**src/rtl/score_keeper_pkg.sv**
```systemverilog
// Shared widths and state encoding for the score keeper and its BCD incrementer.
package score_keeper_pkg;

  localparam int DIGIT_W    = 4;
  localparam int NUM_DIGITS = 4;
  localparam int SCORE_W    = DIGIT_W * NUM_DIGITS;
  localparam int AWARD_W    = 6;
  localparam int PEND_W     = 6;

  typedef enum logic [1:0] {
    ST_PLAY = 2'd0,
    ST_ADD  = 2'd1,
    ST_OVER = 2'd2
  } state_t;

endpackage

```
**src/rtl/bcd_inc4.sv**
```systemverilog
// Combinational 4-digit BCD +1 with saturation: 9999 stays 9999 and raises sat.
module bcd_inc4
  import score_keeper_pkg::*;
(
  input  logic [SCORE_W-1:0] value,
  output logic [SCORE_W-1:0] value_inc,
  output logic               sat
);

  logic [NUM_DIGITS:0] carry;
  logic [SCORE_W-1:0]  raw_inc;

  assign carry[0] = 1'b1;

  genvar gi;
  for (gi = 0; gi < NUM_DIGITS; gi++) begin : g_digit
    logic [DIGIT_W-1:0] d;
    assign d = value[gi*DIGIT_W +: DIGIT_W];
    // A digit only moves when every lower digit wrapped from 9.
    assign raw_inc[gi*DIGIT_W +: DIGIT_W] = !carry[gi]              ? d :
                                            (d == DIGIT_W'(9))      ? '0 :
                                                                      d + 1'b1;
    assign carry[gi+1] = carry[gi] && (d == DIGIT_W'(9));
  end

  // Carry out of the top digit means the input was 9999.
  assign sat       = carry[NUM_DIGITS];
  assign value_inc = sat ? value : raw_inc;

endmodule

```
**src/rtl/score_keeper.sv**
```systemverilog
// Score keeper: turns landing events into a 4-digit BCD score with a centre
// combo bonus, drains awards one point per cycle, tracks game-over.
// Optional record tracking and blink indicator: SCORE_KEEPER_HIGHSCORE_EN.
module score_keeper
  import score_keeper_pkg::*;
#(
  parameter int COMBO_CAP     = 8,
  parameter int BLINK_HALF    = 25000000,
  parameter int BLINK_TOGGLES = 6
) (
  input  logic               clk,
  input  logic               clr,
  input  logic               land_vld,
  input  logic               land_center,
  input  logic               game_over,
  input  logic               restart,
  output logic [SCORE_W-1:0] digits,
  output logic               light_on,
  output logic               light_blink,
  output logic               score_sat
);

  localparam int STREAK_W = $clog2(COMBO_CAP + 1);
  localparam logic [STREAK_W-1:0] STREAK_MAX = STREAK_W'(COMBO_CAP);

  state_t              state_reg, state_next;
  logic [SCORE_W-1:0]  digits_reg, digits_next, digits_inc;
  logic [STREAK_W-1:0] streak_reg, streak_next, streak_bumped;
  logic [PEND_W-1:0]   pending_reg, pending_next;
  logic [PEND_W:0]     pend_sum;
  logic [AWARD_W-1:0]  award;
  logic                go_reg, go_next;
  logic                sat_reg, sat_next;
  logic                light_on_reg, light_on_next;
  logic                at_max, land_ok, draining;

  bcd_inc4 u_inc (
    .value     (digits_reg),
    .value_inc (digits_inc),
    .sat       (at_max)
  );

  // Landings are ignored once the game is over; a drain step happens every ADD cycle.
  assign land_ok       = land_vld && (state_reg != ST_OVER);
  assign draining      = (state_reg == ST_ADD) && (pending_reg != '0);
  assign streak_bumped = (streak_reg < STREAK_MAX) ? streak_reg + 1'b1 : streak_reg;
  assign award         = land_center ? AWARD_W'({streak_bumped, 1'b0}) : AWARD_W'(1);

  // Next-state: award accumulation, drain, game-over latch, restart override.
  always_comb begin
    state_next  = state_reg;
    digits_next = digits_reg;
    streak_next = streak_reg;
    go_next     = go_reg;
    sat_next    = sat_reg;
    // New award and the drain step land in the same cycle, so nothing is dropped.
    pend_sum    = {1'b0, pending_reg} - {{PEND_W{1'b0}}, draining}
                + (land_ok ? (PEND_W+1)'(award) : '0);
    pending_next = pend_sum[PEND_W] ? '1 : pend_sum[PEND_W-1:0];

    if (land_ok) begin
      streak_next = land_center ? streak_bumped : '0;
    end
    if (game_over && (state_reg != ST_OVER)) begin
      go_next = 1'b1;
    end
    if (draining) begin
      digits_next = digits_inc;
      if (at_max) begin
        sat_next = 1'b1;
      end
    end

    case (state_reg)
      ST_PLAY, ST_ADD: begin
        // Moving to ADD on the pulse edge makes an award of N finish N cycles later.
        if (pending_next != '0) begin
          state_next = ST_ADD;
        end else if (go_next) begin
          state_next = ST_OVER;
          go_next    = 1'b0;
        end else begin
          state_next = ST_PLAY;
        end
      end
      default: state_next = ST_OVER;
    endcase

    if (restart) begin
      state_next   = ST_PLAY;
      digits_next  = '0;
      streak_next  = '0;
      pending_next = '0;
      go_next      = 1'b0;
      sat_next     = 1'b0;
    end

    light_on_next = (state_next != ST_OVER);
  end

  // Core state registers.
  always_ff @(posedge clk or posedge clr) begin
    if (clr) begin
      state_reg    <= ST_PLAY;
      digits_reg   <= '0;
      streak_reg   <= '0;
      pending_reg  <= '0;
      go_reg       <= 1'b0;
      sat_reg      <= 1'b0;
      light_on_reg <= 1'b1;
    end else begin
      state_reg    <= state_next;
      digits_reg   <= digits_next;
      streak_reg   <= streak_next;
      pending_reg  <= pending_next;
      go_reg       <= go_next;
      sat_reg      <= sat_next;
      light_on_reg <= light_on_next;
    end
  end

  assign digits    = digits_reg;
  assign light_on  = light_on_reg;
  assign score_sat = sat_reg;

`ifdef SCORE_KEEPER_HIGHSCORE_EN
  localparam int HALF_W = $clog2(BLINK_HALF + 1);
  localparam int TOG_W  = $clog2(BLINK_TOGGLES + 1);
  localparam logic [HALF_W-1:0] HALF_LAST = HALF_W'(BLINK_HALF - 1);
  localparam logic [TOG_W-1:0]  TOG_INIT  = TOG_W'(BLINK_TOGGLES);

  logic [SCORE_W-1:0] best_reg;
  logic [HALF_W-1:0]  half_cnt_reg;
  logic [TOG_W-1:0]   toggles_left_reg;
  logic               blink_reg;
  logic               new_record;

  // BCD words order the same as their values, so a plain unsigned compare works.
  assign new_record = (state_next == ST_OVER) && (state_reg != ST_OVER) &&
                      (digits_next > best_reg);

  // Record capture and an even number of blink toggles, so the light ends dark.
  always_ff @(posedge clk or posedge clr) begin
    if (clr) begin
      best_reg         <= '0;
      half_cnt_reg     <= '0;
      toggles_left_reg <= '0;
      blink_reg        <= 1'b0;
    end else if (restart) begin
      half_cnt_reg     <= '0;
      toggles_left_reg <= '0;
      blink_reg        <= 1'b0;
    end else if (new_record) begin
      best_reg         <= digits_next;
      half_cnt_reg     <= '0;
      toggles_left_reg <= TOG_INIT;
      blink_reg        <= 1'b0;
    end else if (toggles_left_reg != '0) begin
      if (half_cnt_reg == HALF_LAST) begin
        half_cnt_reg     <= '0;
        blink_reg        <= ~blink_reg;
        toggles_left_reg <= toggles_left_reg - 1'b1;
      end else begin
        half_cnt_reg <= half_cnt_reg + 1'b1;
      end
    end
  end

  assign light_blink = blink_reg;
`else
  // No record tracking: the indicator stays dark. Both arms are identical; the
  // condition only keeps the blink parameters referenced in this build.
  if ((BLINK_HALF > 0) && (BLINK_TOGGLES >= 0)) begin : g_no_blink
    assign light_blink = 1'b0;
  end else begin : g_no_blink_cfg
    assign light_blink = 1'b0;
  end
`endif

endmodule

```
**config.mk**
```make
export PLATFORM = sky130hd
export DESIGN_NAME = score_keeper
export DESIGN_NICKNAME = d
export VERILOG_FILES = /design/src/rtl/score_keeper_pkg.sv /design/src/rtl/bcd_inc4.sv /design/src/rtl/score_keeper.sv
export SDC_FILE = /design/constraint.sdc
export NUM_CORES = 1
export LEC_CHECK = 0
export ABC_AREA = 1
export CAP_MARGIN = 25
export CELL_PAD_IN_SITES_DETAIL_PLACEMENT = 2
export CELL_PAD_IN_SITES_GLOBAL_PLACEMENT = 2
export CORE_MARGIN = 1
export CORE_UTILIZATION = 32
export DETAILED_ROUTE_END_ITERATION = 8
export PLACE_DENSITY = 0.81
export SLEW_MARGIN = 30
export SYNTH_ARGS = -nofsm -noshare
export SYNTH_HDL_FRONTEND = slang
export SYNTH_SLANG_ARGS = --single-unit
export TNS_END_PERCENT = 1
```
**constraint.sdc**
```tcl
create_clock -name clk -period 2.93 [get_ports clk]
set_clock_uncertainty 0.2 [all_clocks]
set_input_delay 0.4395 -clock clk [delete_from_list [all_inputs] [get_ports clk]]
set_output_delay 0.4395 -clock clk [all_outputs]
set_load 0.02 [all_outputs]
```
==> run_results.csv <==
group,metric,value,unit
place,detailedPlacementHpwl,5195,um
place,port_buffers,23,
finish,final_core_utilization,45.33,%
place,place.gp.congestion,0.7412,
yosys,synthesis.area,2198,sq um
grt,global_route_total_usage_across_every_layer,20.69,%
run_status,violations_in_the_final_reports,"design-rule violations, negative setup slack",
power_and_ir_drop,design_power_total,2.987,mW
finish,drive_gt1_share,26.20,%
grt,grt_start_max_net_pins,32,
power_and_ir_drop,total_leakage_power,1.500,nW
floorplan,top_level_ports,25,
floorplan,floorplan.initialDensity,33.85,%
timing,period_needed,2.953,ns
clock_tree,cts.htree.levels,2,
power_and_ir_drop,p_seq_share,21.8,%
yosys,dominant_combinational_cell_family_by_area_after_synthesis,"simple AND/OR/NAND/NOR gates",
yosys,netlist-cell-type-count,31,
clock_tree,cts.sinks,31,
run,cap_violations,0,
finish,insertedDiodeCount,0,
yosys,synth_simple_gate_area_share,31.76,%
yosys,average_instance_area_after_synthesis,7.279,sq um
grt,grt_antenna_before_repair,0,
yosys,postSynthRegisterBits,31,
yosys,synth_compound_gate_area_share,6.830,%
finish,largest_register_ffs,16,
clock_tree,total_clock_buffers_created_by_cts,5,
power_and_ir_drop,internal_power,1.568,mW
critical_path,timing.critical_path.arrival,2.91,ns
power_and_ir_drop,power_frac_clock,11.3,%
critical_path,timing.setup.critical_path_class,"reg -> reg",
power_and_ir_drop,power.ir.vdd_worst,0.3015,mV
power_and_ir_drop,swShare,47.51,%
place,preCtsSetupSlack,-0.3807,ns
drt,wire_per_inst,17.41,um
finish,final_nets,381,
worst_hold_path,timing.hold.worst.class,"reg -> reg",
timing,final.period_utilization,100.8,%
grt,first_global_vias,2439,
floorplan,die_outline_area,7205,sq um
timing,final_critical_path_setup_slack,-0.02255,ns
timing,final_slew_viol_count,0,
drt,first_pass_iters,6,
clock_tree,clock_transition_at_the_registers_of_the_reported_paths,0.07,ns
timing,final_setup_viols,3,
clock_tree,clkLatencyLatePin,0.28,ns
drt,via_count,2165,
clock_tree,cts_tree,"done",
critical_path,start_kind,"flop",
finish,syn2layout_area_growth,33.92,%
yosys,synth.mux.area_fraction,0,%
run_status,status,"complete, but fails checks",
power_and_ir_drop,cellPowerDensity,1015,nW/um^2
critical_path,cp_data_required_time,2.89,ns
yosys,post_synth_xor_area_fraction,1.594,%
floorplan,placement_rows,29,
power_and_ir_drop,combinationalPowerShare,66.8,%
floorplan,die-height,84.89,um
clock_tree,clock-root-buffer,"sky130_fd_sc_hd__clkbuf_8",
timing,hold_violations,0,
yosys,net_count_synth,329,
drt,drcViolationCount,1,
grt,gr-total-overflow,0,
yosys,post_synth_fa_ha_maj_area_fraction,12.29,%
critical_path,end_kind,"flop",
floorplan,fp.coreArea,6495,sq um
yosys,yosysSeqAreaShare,35.34,%
drt,drt-total-wl,7521,um
drt,detail_route.vias_per_cell,5.012,
timing,clock.fmax,338.7,MHz
floorplan,die_width,84.89,um
drt,drt_iter0_drc,31,
grt,grt_pass1_wl,11620,um
yosys,synthesis.instances,302,
finish,nFillCells,767,
drt,antenna_left,0,
power_and_ir_drop,switching_power,1.419,mW
clock_tree,cts_buffer_depth,2,
critical_path,worst-path-max-fanout,4,
clock_tree,cts.hold.buffers_added,0,
yosys,yosys_warnings,0,
## stage by stage
step / hold slack (ns) / cell area [sq um] / TNS, ns / std cells
6_report: 0.3278 / 2944 / -0.04539 / 432
3_5_place_dp: 0.2931 / 2674 / -2.958 / 421
3_3_place_gp: 0.2892 / 2674 / -1.461 / 421
2_1_floorplan: 0.3141 / 2198 / 0 / 302
4_1_cts: 0.3320 / 2778 / -0.0002733 / 429
5_1_grt: 0.3487 / 2944 / -0.8989 / 432
## cells by family after synthesis
kind of cell	after synthesis
compound gates	26
xor+xnor	4
fa+ha+maj	21
buf+inv	67
flops	31
other cells	1
simple gates	152
## synthesized netlist by cell type, drive strengths merged
master	instances	area, sq um
clkbuf	2	7.510
fa	1	20.02
conb	1	3.750
nand2	84	332.8
o41ai	1	8.760
xnor2	1	8.760
o21ai	14	81.33
or2	4	25.02
nand3b	4	33.78
inv	62	232.7
ha	20	250.2
nand4	6	37.54
a21oi	9	45.04
dfstp	1	26.28
nor2	25	113.9
dfrtp	30	750.7
o31ai	2	15.01
nand3	25	130.1
xor2	3	26.28
buf	3	23.77
nor4	4	25.02
## layout by cell type, fill, tap and decap left out, types with 2 or more instances in the layout
cell type | Yosys | layout
sky130_fd_sc_hd__a21oi_1 | 9 | 8
sky130_fd_sc_hd__buf_4 | 1 | 27
sky130_fd_sc_hd__clkbuf_1 | 2 | 2
sky130_fd_sc_hd__clkbuf_8 | 0 | 5
sky130_fd_sc_hd__clkdlybuf4s50_1 | 0 | 22
sky130_fd_sc_hd__dfrtp_1 | 30 | 30
sky130_fd_sc_hd__ha_1 | 20 | 12
sky130_fd_sc_hd__ha_4 | 0 | 7
sky130_fd_sc_hd__inv_1 | 57 | 48
sky130_fd_sc_hd__inv_2 | 5 | 14
sky130_fd_sc_hd__nand2_1 | 79 | 74
sky130_fd_sc_hd__nand2_2 | 4 | 9
sky130_fd_sc_hd__nand3_1 | 24 | 18
sky130_fd_sc_hd__nand3_2 | 1 | 7
sky130_fd_sc_hd__nand3b_1 | 3 | 3
sky130_fd_sc_hd__nand4_1 | 6 | 6
sky130_fd_sc_hd__nor2_1 | 21 | 16
sky130_fd_sc_hd__nor2_2 | 2 | 6
sky130_fd_sc_hd__nor2_4 | 2 | 3
sky130_fd_sc_hd__nor4_1 | 4 | 4
sky130_fd_sc_hd__o21ai_0 | 11 | 11
sky130_fd_sc_hd__o21ai_2 | 3 | 3
sky130_fd_sc_hd__o31ai_1 | 2 | 2
sky130_fd_sc_hd__or2_2 | 4 | 4
sky130_fd_sc_hd__xor2_1 | 3 | 2
## power groups by stage
| stage | clock network, mW | registers [mW] | logic [mW] |
|---|---|---|---|
| floorplan | 0 | 0.697 | 0.905 |
| global placement | 0 | 0.647 | 1.56 |
| detailed placement | 0 | 0.654 | 1.65 |
| CTS | 0.349 | 0.649 | 1.71 |
| global route | 0.362 | 0.668 | 2.19 |
| finish | 0.339 | 0.651 | 2.00 |
## final timing paths
path / start / to / slack, ns / cells past startpoint
worst max-delay path: pending_reg[4] / pending_reg[0] / -0.02 / 15
worst min-delay path: score_sat / score_sat / 0.33 / 2
worst max register to register: pending_reg[4] / pending_reg[0] / -0.02 / 15
worst min register to register: score_sat / score_sat / 0.33 / 2
max in group asynchronous: clr / light_on / 1.80 / 3
min in group asynchronous: clr / streak_reg[0] / 0.38 / 3
## critical path, cell delays in order (launching register included)
cell,delay (ns)
sky130_fd_sc_hd__dfrtp_1,0.39
sky130_fd_sc_hd__nor2_2,0.15
sky130_fd_sc_hd__nand4_1,0.17
sky130_fd_sc_hd__nand3_2,0.14
sky130_fd_sc_hd__inv_2,0.06
sky130_fd_sc_hd__ha_4,0.21
sky130_fd_sc_hd__inv_2,0.08
sky130_fd_sc_hd__ha_4,0.14
sky130_fd_sc_hd__inv_2,0.05
sky130_fd_sc_hd__fa_2,0.42
sky130_fd_sc_hd__inv_2,0.11
sky130_fd_sc_hd__nand2_1,0.10
sky130_fd_sc_hd__nand4_1,0.15
sky130_fd_sc_hd__nand2_2,0.11
sky130_fd_sc_hd__o21ai_0,0.27
sky130_fd_sc_hd__inv_1,0.09
## area by class of cell
cell class                 count  area [sq um]  share of cell area, %
inverter                      62         232.7                  7.905
tap                           77         96.34                  3.272
multi-input combinational    204          1321                  44.88
timing repair buffer          50         435.4                  14.79
sequential                    31         777.0                  26.39
clock inverter                 1         5.005                 0.1700
clock buffer                   7         76.32                  2.592
## what timing repair did
action	in CTS	in global routing
buffers inserted	0	3
gates cloned	0	0
setup endpoints to repair	8	10
pin swaps	2	13
gates resized for setup	6	34
## routing by layer
metal / track usage (%) / routed length (um) / up-vias
met3: 3.210 / 140 / 8
li1: - / - / 1040
met5: 0 / 0 / -
met1: 23.73 / 3178 / 1092
met4: 4.622 / 75 / 0
met2: 40.21 / 4126 / 25
Power figures use the tool's default switching activity.
